## src/rtl/window_energy_pkg.sv

```systemverilog
// Shared types and sizing helpers for window_energy_meter.
package window_energy_pkg;

  typedef enum logic {
    WARMUP = 1'b0,
    ACCUM  = 1'b1
  } state_e;

  localparam int WCNT_W = 16;

  // Width that holds WINDOW_LEN magnitudes of DATA_SIZE bits without wrapping.
  function automatic int acc_size(input int data_size, input int window_len);
    return data_size + $clog2(window_len);
  endfunction

endpackage

```

## src/rtl/window_energy_meter_sample_abs.sv

```systemverilog
// One registered stage converting a signed sample to its unsigned magnitude.
module sample_abs #(
  parameter int DATA_SIZE = 64
) (
  input  logic                 i_clock,
  input  logic                 i_reset,
  input  logic [DATA_SIZE-1:0] i_sample,
  output logic [DATA_SIZE-1:0] o_mag
);

  logic [DATA_SIZE-1:0] mag_d, mag_q;

  // Unsigned result, so the most negative input maps to 2^(DATA_SIZE-1) exactly.
  always_comb begin
    mag_d = i_sample;
    if (i_sample[DATA_SIZE-1]) mag_d = ~i_sample + DATA_SIZE'(1);
  end

  always_ff @(posedge i_clock) begin
    if (i_reset) mag_q <= '0;
    else         mag_q <= mag_d;
  end

  assign o_mag = mag_q;

endmodule

```

## src/rtl/window_energy_meter.sv

```systemverilog
// Per-window L1 energy of a reference/error sample stream with convergence flag.
// Optional WINDOW_ENERGY_PEAK_EN adds o_err_peak, the largest |error| per window.
module window_energy_meter
  import window_energy_pkg::*;
#(
  parameter  int DATA_SIZE    = 64,
  parameter  int WINDOW_LEN   = 1024,
  parameter  int READ_LATENCY = 2,
  parameter  int THRESH_SHIFT = 4,
  localparam int ACC_SIZE     = acc_size(DATA_SIZE, WINDOW_LEN)
) (
  input  logic                 i_clock,
  input  logic                 i_reset,
  input  logic [DATA_SIZE-1:0] i_reference,
  input  logic [DATA_SIZE-1:0] i_error,
  output logic [ACC_SIZE-1:0]  o_ref_sum,
  output logic [ACC_SIZE-1:0]  o_err_sum,
  output logic                 o_valid,
  output logic                 o_converged,
`ifdef WINDOW_ENERGY_PEAK_EN
  output logic [DATA_SIZE-1:0] o_err_peak,
`endif
  output logic [WCNT_W-1:0]    o_window_cnt
);

  localparam int SCNT_W    = $clog2(WINDOW_LEN);
  localparam int WARM_LAST = (READ_LATENCY > 0) ? READ_LATENCY - 1 : 0;
  localparam int WARM_W    = (READ_LATENCY > 2) ? $clog2(READ_LATENCY) : 1;
  localparam int CMP_W     = ACC_SIZE + THRESH_SHIFT;

  state_e              state_d, state_q;
  logic [WARM_W-1:0]   warm_cnt_d, warm_cnt_q;
  logic [SCNT_W-1:0]   sample_cnt_d, sample_cnt_q;

  logic                s1_vld_d, s1_vld_q;
  logic                s1_first_d, s1_first_q;
  logic                s1_last_d, s1_last_q;
  logic [DATA_SIZE-1:0] ref_mag, err_mag;

  logic [ACC_SIZE-1:0] ref_acc_d, ref_acc_q;
  logic [ACC_SIZE-1:0] err_acc_d, err_acc_q;
  logic                s2_last_d, s2_last_q;

  logic [ACC_SIZE-1:0] ref_sum_d, ref_sum_q;
  logic [ACC_SIZE-1:0] err_sum_d, err_sum_q;
  logic                valid_d, valid_q;
  logic                conv_d, conv_q;
  logic [WCNT_W-1:0]   wcnt_d, wcnt_q;

  // The reader has no valid strobe, so its pipeline fill is timed out here.
  always_comb begin
    state_d      = state_q;
    warm_cnt_d   = warm_cnt_q;
    sample_cnt_d = sample_cnt_q;
    s1_vld_d     = 1'b0;
    s1_first_d   = 1'b0;
    s1_last_d    = 1'b0;
    case (state_q)
      WARMUP: begin
        if (warm_cnt_q == WARM_W'(WARM_LAST)) state_d = ACCUM;
        else                                  warm_cnt_d = warm_cnt_q + WARM_W'(1);
      end
      ACCUM: begin
        s1_vld_d     = 1'b1;
        s1_first_d   = (sample_cnt_q == '0);
        s1_last_d    = (sample_cnt_q == SCNT_W'(WINDOW_LEN - 1));
        sample_cnt_d = s1_last_d ? '0 : sample_cnt_q + SCNT_W'(1);
      end
      default: state_d = WARMUP;
    endcase
  end

  sample_abs #(.DATA_SIZE(DATA_SIZE)) u_ref_abs (
    .i_clock (i_clock),
    .i_reset (i_reset),
    .i_sample(i_reference),
    .o_mag   (ref_mag)
  );

  sample_abs #(.DATA_SIZE(DATA_SIZE)) u_err_abs (
    .i_clock (i_clock),
    .i_reset (i_reset),
    .i_sample(i_error),
    .o_mag   (err_mag)
  );

  // Loading on a window's first sample lets windows abut with no idle cycle.
  always_comb begin
    ref_acc_d = ref_acc_q;
    err_acc_d = err_acc_q;
    s2_last_d = s1_vld_q & s1_last_q;
    if (s1_vld_q) begin
      ref_acc_d = s1_first_q ? ACC_SIZE'(ref_mag) : ref_acc_q + ACC_SIZE'(ref_mag);
      err_acc_d = s1_first_q ? ACC_SIZE'(err_mag) : err_acc_q + ACC_SIZE'(err_mag);
    end
  end

  always_comb begin
    ref_sum_d = ref_sum_q;
    err_sum_d = err_sum_q;
    conv_d    = conv_q;
    wcnt_d    = wcnt_q;
    valid_d   = s2_last_q;
    if (s2_last_q) begin
      ref_sum_d = ref_acc_q;
      err_sum_d = err_acc_q;
      conv_d    = (CMP_W'(err_acc_q) << THRESH_SHIFT) < CMP_W'(ref_acc_q);
      wcnt_d    = wcnt_q + WCNT_W'(1);
    end
  end

  always_ff @(posedge i_clock) begin
    if (i_reset) begin
      state_q      <= WARMUP;
      warm_cnt_q   <= '0;
      sample_cnt_q <= '0;
      s1_vld_q     <= 1'b0;
      s1_first_q   <= 1'b0;
      s1_last_q    <= 1'b0;
      ref_acc_q    <= '0;
      err_acc_q    <= '0;
      s2_last_q    <= 1'b0;
      ref_sum_q    <= '0;
      err_sum_q    <= '0;
      valid_q      <= 1'b0;
      conv_q       <= 1'b0;
      wcnt_q       <= '0;
    end else begin
      state_q      <= state_d;
      warm_cnt_q   <= warm_cnt_d;
      sample_cnt_q <= sample_cnt_d;
      s1_vld_q     <= s1_vld_d;
      s1_first_q   <= s1_first_d;
      s1_last_q    <= s1_last_d;
      ref_acc_q    <= ref_acc_d;
      err_acc_q    <= err_acc_d;
      s2_last_q    <= s2_last_d;
      ref_sum_q    <= ref_sum_d;
      err_sum_q    <= err_sum_d;
      valid_q      <= valid_d;
      conv_q       <= conv_d;
      wcnt_q       <= wcnt_d;
    end
  end

  assign o_ref_sum    = ref_sum_q;
  assign o_err_sum    = err_sum_q;
  assign o_valid      = valid_q;
  assign o_converged  = conv_q;
  assign o_window_cnt = wcnt_q;

`ifdef WINDOW_ENERGY_PEAK_EN
  logic [DATA_SIZE-1:0] peak_acc_d, peak_acc_q;
  logic [DATA_SIZE-1:0] peak_d, peak_q;

  always_comb begin
    peak_acc_d = peak_acc_q;
    peak_d     = peak_q;
    if (s1_vld_q) begin
      if (s1_first_q || (err_mag > peak_acc_q)) peak_acc_d = err_mag;
    end
    if (s2_last_q) peak_d = peak_acc_q;
  end

  always_ff @(posedge i_clock) begin
    if (i_reset) begin
      peak_acc_q <= '0;
      peak_q     <= '0;
    end else begin
      peak_acc_q <= peak_acc_d;
      peak_q     <= peak_d;
    end
  end

  assign o_err_peak = peak_q;
`endif

endmodule

```

## config.mk

```make
export PLATFORM = sky130hd
export DESIGN_NAME = window_energy_meter
export DESIGN_NICKNAME = d
export VERILOG_FILES = /design/src/rtl/window_energy_pkg.sv /design/src/rtl/window_energy_meter_sample_abs.sv /design/src/rtl/window_energy_meter.sv
export SDC_FILE = /design/constraint.sdc
export NUM_CORES = 1
export LEC_CHECK = 0
export ABC_AREA = 1
export CORE_MARGIN = 2
export CORE_UTILIZATION = 55
export CTS_CLUSTER_SIZE = 14
export DETAILED_ROUTE_END_ITERATION = 8
export GPL_TIMING_DRIVEN = 0
export PLACE_DENSITY = 0.83
export SLEW_MARGIN = 20
export SYNTH_ARGS = -nofsm -noshare
export SYNTH_HDL_FRONTEND = slang
export SYNTH_SLANG_ARGS = --single-unit
```

## constraint.sdc

```tcl
create_clock -name i_clock -period 4.35 [get_ports i_clock]
set_input_delay 1.0875 -clock i_clock [delete_from_list [all_inputs] [get_ports i_clock]]
set_output_delay 1.0875 -clock i_clock [all_outputs]
set_load 0.01 [all_outputs]
```

# == Word level (Yosys, flattened, before mapping) ==
# Cells that the tools add are included.
# W data, S select, Z words.
# word_totals
latchBits,0
romBits,0
ram_bits,0
in_bits,130
out_inout_bits,166
word_cells,46
reg_bits,458
memories,0
# op_classes
bitwise,6
n_eq_ne,1
multipliers,0
div_mod_pow,0
muxes,9
reduce_logical,4
n_shift,0
order_cmp,1
add_sub_neg,7
# ops
operator,n
$add A74 B64 Y74,2
$mux W74,2
$add A64 B1 Y64 const B,2
$not A64 Y64,2
$mux W63,2
$lt A78 B74 Y1,1
$add A16 B1 Y16 const B,1
$add A10 B1 Y10 const B,1
$eq A10 B10 Y1 const B,1
$logic_not A10 Y1,1
$mux W10,1
$reduce_or A2 Y1,3
$mux W1,4
$not A1 Y1,3
$add A1 B1 Y1 const B,1
$and A1 B1 Y1,1

# == Longest topological paths before layout ==
# logic_depth
ltp_word,3
depth_mapped,18
ltp_nobuf,18

# == Modules after synthesis ==
# From an unflattened synthesis, not the netlist that was laid out.
# hier_totals
hier_cells,6061
area_unflattened_um2,34654.5
# by_module_without_submodules
mod,area_per_inst_um2,seq_area_each_um2,n_inst,cells_per_inst
window_energy_meter,27214.9,6606.3,1,4811
sample_abs,3719.8,1281.2,2,625

# == Worst setup path before layout ==
# OpenSTA, ideal clock, no wires.
# synth_timing
kind,input-to-reg
from,input i_error[0]
to,register u_err_abs.mag_q[48] (netlist: u_err_abs.o_mag[48])
setup_ns,0.113
cell_stages,13
setup_slack_ns,1.797
arrival_ns,2.440
required_ns,4.237
path_buffers,0
path_cell_list,inv_1 -> ha_1 -> inv_1 -> nor3_2 -> inv_2 -> nor2_2 -> nand4_1 -> nor3_2 -> nand3_1 -> o21ai_1 -> nand2_1 -> nand2_1 -> nor2_1
# synth_via
elab_chain_len,3
# synth_lines
element,line,text
"start, declared",window_energy_meter.sv:15,"input logic [DATA_SIZE-1:0] i_error,"
$not A64 Y64,window_energy_meter_sample_abs.sv:16,if (i_sample[DATA_SIZE-1]) mag_d = ~i_sample + DATA_SIZE'(1);
$add A64 B1 Y64,window_energy_meter_sample_abs.sv:16,
$mux W63,window_energy_meter_sample_abs.sv:16,
"end signal, assigned",window_energy_meter_sample_abs.sv:21,else mag_q <= mag_d;
"end, declared",window_energy_meter_sample_abs.sv:11,"logic [DATA_SIZE-1:0] mag_d, mag_q;"
# Every way passes these cells.
# A chain may end at the register's enable or synchronous reset.

# == Final worst setup path ==
# layout_timing
from,input i_reset
to,register valid_q (netlist: o_valid)
# layout_lines
element,line,text
"start, declared",window_energy_meter.sv:13,"input logic i_reset,"
"end signal, assigned",window_energy_meter.sv:140,valid_q <= valid_d;
"end, declared",window_energy_meter.sv:46,"logic valid_d, valid_q;"
# No word-level cell between the ends.

==> impl_results.md <==
- Status: completed
- LEAKAGE: between 0.015 and 0.02 uW
- Slowest stage cell, crit path: clkbuf_1
- Io pins: 296
- Hold_buf cts: 0
- Worst Hold Class: flip-flop to flip-flop
- Clk Latency, worst-skew pair: 620 ps
- Final min period: 3850 ps
- Placed Cells: about 7000
- DP Wirelength: 118000 um
- Root Buffer Master: clkbuf_16
- Avg Cell Area, Syn: 5.76 um2
- Unique masters post-synth: 57
- Die extent in y: about 250 um
- Delay-heaviest family, CP: buffers and inverters
- Post-detailed-route wirelength per cell: between 20 and 25 um
- TritonCTS Buffers: 49
- Slew @ Worst Pin: 1290 ps
- Yosys reg bits: between 400 and 500
- Share of cells above drive strength 1: 2.87%
- Buffer depth of the longest clock path: 3
- Area fraction of the dominant cell type after synthesis: between 20 and 30%
- 1st-iter DRT viols: 5429
- Placeable Area: 0.0614 mm2
- Die area: 0.0637 mm2
- Number of port buffers: 293
- Area growth from synthesis to layout: 16.6%
- CP peak stage delay: 940 ps
- Worst setup EP type: flip-flop
- Detailed Routing Iterations Pass 1: 9
- PostCTS Resize Cnt: 0
- GRT Total Usage: 44.1%
- Gr ovfl total: 0
- Area leader, netlist: dfxtp_1
- H-tree depth: 2
- Ys flop type: dfxtp_1
- GP Congestion: 1.07
- Fin cells: 7055
- Setup TNS: 0 ps
- Vias in the first global route: 35500
- Synthesized area: between 0.03 and 0.04 mm2
- Syn_nets: 6218
- MaxCap Viol Count: 0
- First-pass GRT wire length: 212000 um
- CTS tree: built
- Pwr/cell area: 282 mW/mm2
- Top post-synthesis cells by area: dfxtp_1 27%, nand2_1 22%, inv_1 10%
- Clock Skews: 33.3 ps
- Post-Place Worst Slack: roughly 92 ps
- Most used cell along the critical path: clkbuf_1
- Fmax: 0.260 GHz
- Clock transition at path regs: roughly 60 ps
- Nets: ~6600
- Initial Utilization: between 50% and 60%
- Synth warn: 0
- Worst EP required: 4790 ps
- Setup crit start kind: input pin
- Largest net degree at the start of global routing: 15
- Worst path bufs/invs: 4
- Crit-path cells: clkdlybuf4s50_1, clkbuf_1, clkbuf_1, clkbuf_1, nor2_1
- Final Cycle Share: 88.4%
- Max-slew headroom: between 10% and 20%
- EDFF count, synth: 0
- RSZ-0062 raised after global routing: false
- Die extent in x: approximately 250 um
- Fraction of registers with async set/reset: 0%
- Setup Fix Bufs, Post-CTS: 0
- Final antenna-violating net count: 0
- Initial antenna violation count: 3
- Via/cell ratio: 5.66
- Fin. max-slew vios: 0
- Final wirelength: 145000 um
- Final setup vio count: 0
- Critical Path Fanout Max: 10
- Seq/Total Area, Yosys: 27.0%
- Peak supply drop: 0.289 mV
- Row cnt: 91
- # clock sinks: 458
- Via count: 39900
- Gate count after technology mapping: 5883
- Worst EP arrival: 4290 ps
- CP Class: input pin to flip-flop
- Hold Vio Cnt, Final: 0
- Fill cells: 6077
- Drc violations: 0
- Worst setup margin: just over 500 ps
layout make-up:
class                      count  area (um2)  share of cell area [%]
buffer                       155         603                    1.53
clock buffer                  69        1460                    3.70
sequential                   458        9170                    23.2
timing repair buffer         294        2950                    7.45
antenna                        1        2.50                 0.00633
inverter                     969        3640                    9.20
tap                          790         988                    2.50
clock inverter                18         224                   0.566
multi-input combinational   4301       20500                    51.9
state kept, by name, indices dropped and copies added (netlist names):
signal / count
o_window_cnt: 16
o_valid: 1
err_acc_q: 74
s1_last_q: 1
o_ref_sum: 74
s1_first_q: 1
u_ref_abs.o_mag: 64
u_err_abs.o_mag: 64
sample_cnt_q: 10
ref_acc_q: 74
warm_cnt_q: 1
o_err_sum: 74
s2_last_q: 1
s1_vld_q: 1
state_q: 1
o_converged: 1
path summary, 6_finish.rpt:
check / from / to / slack [ps] / cells past startpoint
hold / removal: s1_last_q / s2_last_q / 440 / 2
hold reg to reg: s1_last_q / s2_last_q / 440 / 2
setup / recovery: i_reset / o_valid / 500 / 5
setup reg to reg: s2_last_q / o_err_sum[30] / 880 / 7
cells in the final DEF (no fill, tap or decap), types with 32 or more instances in the layout:
| cell | instances |
|---|---|
| clkdlybuf4s50_1 | 293 |
| clkbuf_1 | 130 |
| o21ai_0 | 306 |
| nand3_1 | 263 |
| nor3_1 | 106 |
| xor2_1 | 32 |
| a21oi_1 | 488 |
| inv_1 | 934 |
| dfxtp_1 | 458 |
| ha_1 | 203 |
| nand4_1 | 47 |
| clkbuf_16 | 51 |
| nand2_1 | 1980 |
| nor2_1 | 651 |
layer usage:
| layer | share of wire [%] | GRT usage [%] |
|---|---|---|
| met1 | 41 | 60.0 |
| met2 | 39 | 63.4 |
| met3 | 13 | 11.1 |
| met4 | 6.4 | 24.9 |
| met5 | 0.0090 | 0 |
synth_stat cells (3+ instances only):
library cell,instances
xnor2_1,25
buf_2,8
o21ai_2,3
nand4_1,47
nor3_2,9
a31oi_1,13
nor2_1,651
dfxtp_1,458
nand2_2,6
a21oi_1,488
nand3_2,5
or2_2,8
o31ai_1,3
nand3_1,263
inv_1,934
nor4_1,22
a211oi_1,3
inv_2,25
o21ai_0,306
nor3b_1,7
o211ai_1,25
nand2_1,1980
xor2_1,32
ha_1,203
buf_1,16
clkbuf_1,130
nor3_1,106
o21bai_1,4
o21ai_1,19
nand3b_1,6
nor2_2,15
nor2_4,3
and3_1,13
o21a_1,9
clkinv_1,9
cells by family after synthesis:
logic type,share of synthesized area (%)
DFF,27.0
AOI/OAI and AO/OA,13.7
and+or+nand+nor,37.7
adders and majority gates,7.61
buffers and inverters,12.5
xor gates and xnor gates,1.47
power breakdown:
part	internal, uW	total, uW	switching, uW
Combinational	696	2110	1420
Sequential	4350	4550	200
Clock	2580	4500	1910
Total	7630	11200	3530
tightest hold or removal path, cell delays in order (launching register included):
cell,delay [ps]
dfxtp_1,300
nand2_1,50
nor2_1,30
metrics by stage:
stage	total power (uW)	hold WS, ps	util (%)	cell area [um2]
floorplan	5830	404	-	33900
global placement	6620	407	61.6	37800
detailed placement	6660	415	61.7	37800
CTS	11100	430	64.4	39500
global route	11500	471	64.4	39500
finish	11200	445	64.4	39500
(Power assumes the default switching activity.)
